File: src/rtl/x_mod_seq_reducer.sv
// x_mod_seq_reducer: sequential X mod MOD reducer, CHUNK bits per clock, MSB-first.
// Ports: clk, rst (async, active-high), in_valid/in_ready/X operand side,
//        out_valid/out_ready/R result side, busy (high while folding).
module x_mod_seq_reducer #(
    parameter int W_IN  = 100,
    parameter int MOD   = 997,
    parameter int W_R   = 10,
    parameter int CHUNK = 6
) (
    input  logic            clk,
    input  logic            rst,
    input  logic            in_valid,
    output logic            in_ready,
    input  logic [W_IN-1:0] X,
    output logic            out_valid,
    input  logic            out_ready,
    output logic [W_R-1:0]  R,
    output logic            busy
);

    localparam int NCH = (W_IN + CHUNK - 1) / CHUNK;
    localparam int PW  = NCH * CHUNK;
    localparam int CW  = $clog2(NCH + 1);

    localparam logic [W_R:0]  MODV = (W_R + 1)'(MOD);
    localparam logic [CW-1:0] LAST = CW'(NCH - 1);

    typedef enum logic [1:0] {
        IDLE,
        RUN,
        DONE
    } state_t;

    state_t          state;
    logic [PW-1:0]   sr;
    logic [W_R-1:0]  acc;
    logic [W_R-1:0]  acc_nxt;
    logic [CW-1:0]   cnt;
    logic [CHUNK-1:0] chunk;
    logic [W_R:0]    t;
    logic            take;

    assign chunk    = sr[PW-1 -: CHUNK];
    assign in_ready = (state == IDLE) ||
                      ((state == DONE) && out_ready);
    assign take     = in_valid && in_ready;

    // Horner fold: each step doubles acc, adds the next bit and
    // subtracts MOD once; t < 2*MOD keeps acc < MOD after every step.
    always_comb begin
        t       = '0;
        acc_nxt = acc;
        for (int i = CHUNK - 1; i >= 0; i--) begin
            t = {acc_nxt, chunk[i]};
            if (t >= MODV)
                t = t - MODV;
            acc_nxt = t[W_R-1:0];
        end
    end

    always_ff @(posedge clk or posedge rst) begin
        if (rst) begin
            state     <= IDLE;
            sr        <= '0;
            acc       <= '0;
            cnt       <= '0;
            R         <= '0;
            out_valid <= 1'b0;
            busy      <= 1'b0;
        end else begin
            unique case (state)
                IDLE: begin
                    if (take) begin
                        sr    <= PW'(X);
                        acc   <= '0;
                        cnt   <= '0;
                        busy  <= 1'b1;
                        state <= RUN;
                    end
                end
                RUN: begin
                    acc <= acc_nxt;
                    sr  <= sr << CHUNK;
                    cnt <= cnt + 1'b1;
                    if (cnt == LAST) begin
                        R         <= acc_nxt;
                        out_valid <= 1'b1;
                        busy      <= 1'b0;
                        state     <= DONE;
                    end
                end
                DONE: begin
                    if (out_ready) begin
                        out_valid <= 1'b0;
                        // Accept the next operand on the same edge
                        // the result is consumed.
                        if (in_valid) begin
                            sr    <= PW'(X);
                            acc   <= '0;
                            cnt   <= '0;
                            busy  <= 1'b1;
                            state <= RUN;
                        end else begin
                            state <= IDLE;
                        end
                    end
                end
                default: state <= IDLE;
            endcase
        end
    end

endmodule

File: config.mk
export PLATFORM = sky130hd
export DESIGN_NAME = x_mod_seq_reducer
export DESIGN_NICKNAME = d
export VERILOG_FILES = /design/src/rtl/x_mod_seq_reducer.sv
export SDC_FILE = /design/constraint.sdc
export NUM_CORES = 1
export LEC_CHECK = 0
export ABC_AREA = 1
export CORE_MARGIN = 2
export CORE_UTILIZATION = 25
export DETAILED_ROUTE_END_ITERATION = 8
export SKIP_LAST_GASP = 1
export SLEW_MARGIN = 30
export SYNTH_ARGS = -nofsm -noshare
export SYNTH_HDL_FRONTEND = slang
export SYNTH_SLANG_ARGS = --single-unit
File: constraint.sdc
create_clock -name clk -period 5.7 [get_ports clk]
set_clock_uncertainty 0.05 [all_clocks]
set_input_delay 1.14 -clock clk [delete_from_list [all_inputs] [get_ports clk]]
set_output_delay 1.14 -clock clk [all_outputs]
set_load 0.02 [all_outputs]
==> summary.md <==
| Metric | Value |
|---|---|
| Starting density of the core | `25.3%` |
| Main flop type after synthesis | `dfrtp_1` |
| Initial antenna violation count | `0` |
| Number of enable flip-flop cells after synthesis | `0` |
| FMAX | `0.185 GHz` |
| IO Pins | `117` |
| Post-Synthesis Cells | `1054` |
| Post-synth ARST share | `100%` |
| Final Hold Viols | `0` |
| Via/cell ratio | `4.67` |
| TritonCTS buffer count | `17` |
| Crit end category | `register` |
| Synth top area cells | `dfrtp_1 (41%), nand2_1 (18%), o221ai_1 (6.7%)` |
| DRT Pass-1 Iters | `5` |
| Antenna Nets Post-Route | `0` |
| Dpl hpwl | `15700 um` |
| Core area | `0.0314 mm^2` |
| Mean Syn Cell Area | `7.53 um^2` |
| Critical path arrival | `5.66 ns` |
| DR WL/cell | `13.8 um` |
| Kind of critical path | `reg -> reg` |
| Chip Width | `182 um` |
| Multi-input logic area | `0.00420 mm^2` |
| Crit path max fanout | `9` |
| Clock slew seen by the registers of the worst setup and hold paths | `0.06 ns` |
| Root Driver | `clkbuf_16` |
| # Max-Cap Violations | `0` |
| Worst-Margin Slew | `0.880 ns` |
| WHS | `0.437 ns` |
| Die ar. | `0.0332 mm^2` |
| Synth-to-Final Area Change | `37.7%` |
| Vias in the first global route | `7366` |
| Gr usage total | `13.4%` |
| Syn_nets | `1164` |
| H-tree depth | `4` |
| Fill count | `3243` |
| Placer Congestion | `0.879` |
| CTS tree | `yes` |
| Netlist cell types | `38` |
| Site Rows | `65` |
| Slowest cell delay on critical path | `0.46 ns` |
| Total congestion overflow | `0` |
| Die height | `182 um` |
| Drt drc | `0` |
| Layout cells sized above 1 | `19.6%` |
| Via Count | `7604` |
| Outcome | `complete, no violations` |
| Min-delay worst type | `reg -> reg` |
| Global-route wire length before repair | `36100 um` |
| Slowest CP cell | `dfrtp_2` |
| Port Buffers | `116` |
| Sequential-to-total area share from yosys stat | `41.3%` |
| Synth cell count leaders | `nand2_1 (373), inv_1 (136), dfrtp_1 (131)` |
| Longest Clk Path Bufs | `2` |
| Synth area leader | `dfrtp_1` |
| Flip-flop and latch area | `0.00328 mm^2` |
| Ys Warns | `0` |
| Final wirelength | `22500 um` |
| Flops & latches, synth | `131` |
| Cell area after synthesis | `0.00794 mm^2` |
| Endpoints failing setup | `0` |
| Setup TNS | `0 ns` |
| Clock sink total | `131` |
| Max Slew Vio Count | `0` |
| Worst-skew pair later-pin latency | `0.43 ns` |
| Post-synth top area share | `41.3%` |
| Number of diodes | `0` |
| Post-route minimum period | `5.40 ns` |
| Largest net degree at the start of global routing | `99` |
| Most common cell in the netlist | `nand2_1` |
| Final #Nets | `1324` |
| Slew HR | `41.1%` |
| Tcrit/Tclk final | `94.7%` |
| WP data required | `5.96 ns` |
| Worst setup SP type | `register` |
| Initial DRC count | `513` |
-- worst max-delay path: cells and delay by family (launching register included) --
family | cells | cell delay [ns]
simple gates | 32 | 3.57
compound gates | 3 | 0.57
flops | 1 | 0.46
buf+inv | 5 | 0.65
-- layer usage --
metal  track usage [%]  vias up  wire length (um)
li1                  -     3770                 -
met2              22.6      198             10900
met5                 0        -                 0
met1              16.9     3608             10000
met3              3.01       28              1200
met4              4.26        0               378
-- registers in the layout (all words and copies together) (netlist names) --
register	cells
state	2
acc	10
out_valid	1
busy	1
R	10
sr	102
cnt	5
-- cell type report --
class                           instances  area share, %
Clock inverter                         15           2.54
Inverter                              150           5.27
Clock buffer                           17           3.89
Multi-Input combinational cell        735           38.4
Timing Repair Buffer                  179           15.2
Tap cell                              402           4.60
Sequential cell                       131           30.1
-- through the flow --
step / utilization [%] / setup slack (ns) / std cells / area, um^2
6_report: 34.8 / 0.301 / 1629 / 10900
5_1_grt: 34.8 / -0.0701 / 1629 / 10900
4_1_cts: 33.0 / 0.0196 / 1588 / 10400
3_5_place_dp: 30.6 / -0.0981 / 1555 / 9620
3_3_place_gp: 30.6 / 0.111 / 1555 / 9610
2_1_floorplan: - / 0.770 / 1054 / 7940
-- cells in the final DEF (no fill, tap or decap), types with 13 or more instances in the layout --
cell type          n
clkbuf_16         17
inv_1            130
nand4_1           15
nor2_2            13
o21ai_0           17
clkdlybuf4s50_1  116
buf_4             60
nand2_1          345
dfrtp_1          126
nor2_1            28
nor2_4            16
o221ai_1          61
nand2_2           48
a22oi_1           33
xor2_1            15
nand3_1           73
inv_2             17
-- cell families after synthesis --
| group | synth area share [%] |
|---|---|
| AOI/OAI and AO/OA | 12.9 |
| adders and majority gates | 0.946 |
| buffers and inverters | 9.66 |
| xor gates and xnor gates | 2.21 |
| and+or+nand+nor | 33.0 |
| DFF | 41.3 |
-- final timing paths --
kind | cells after the start | end | slack (ns) | from
setup reg to reg | 40 | R[1] | 0.30 | acc[3]
hold reg to reg | 2 | R[8] | 0.44 | R[8]
setup / recovery | 40 | R[1] | 0.30 | acc[3]
hold / removal | 2 | R[8] | 0.44 | R[8]
max in group asynchronous | 3 | acc[6] | 3.47 | rst
min in group asynchronous | 2 | sr[23] | 1.18 | rst
-- what timing repair did --
item                       4_1_cts  5_1_grt
setup endpoints to repair       20       20
gates resized for setup          6       72
hold buffers                     0        0
cloned                           1        4
pin swaps                        1       34
buffers inserted                 0       37
Power is not shown: default switching activity piles up to over one toggle a cycle in this logic, so the estimate is an artifact.
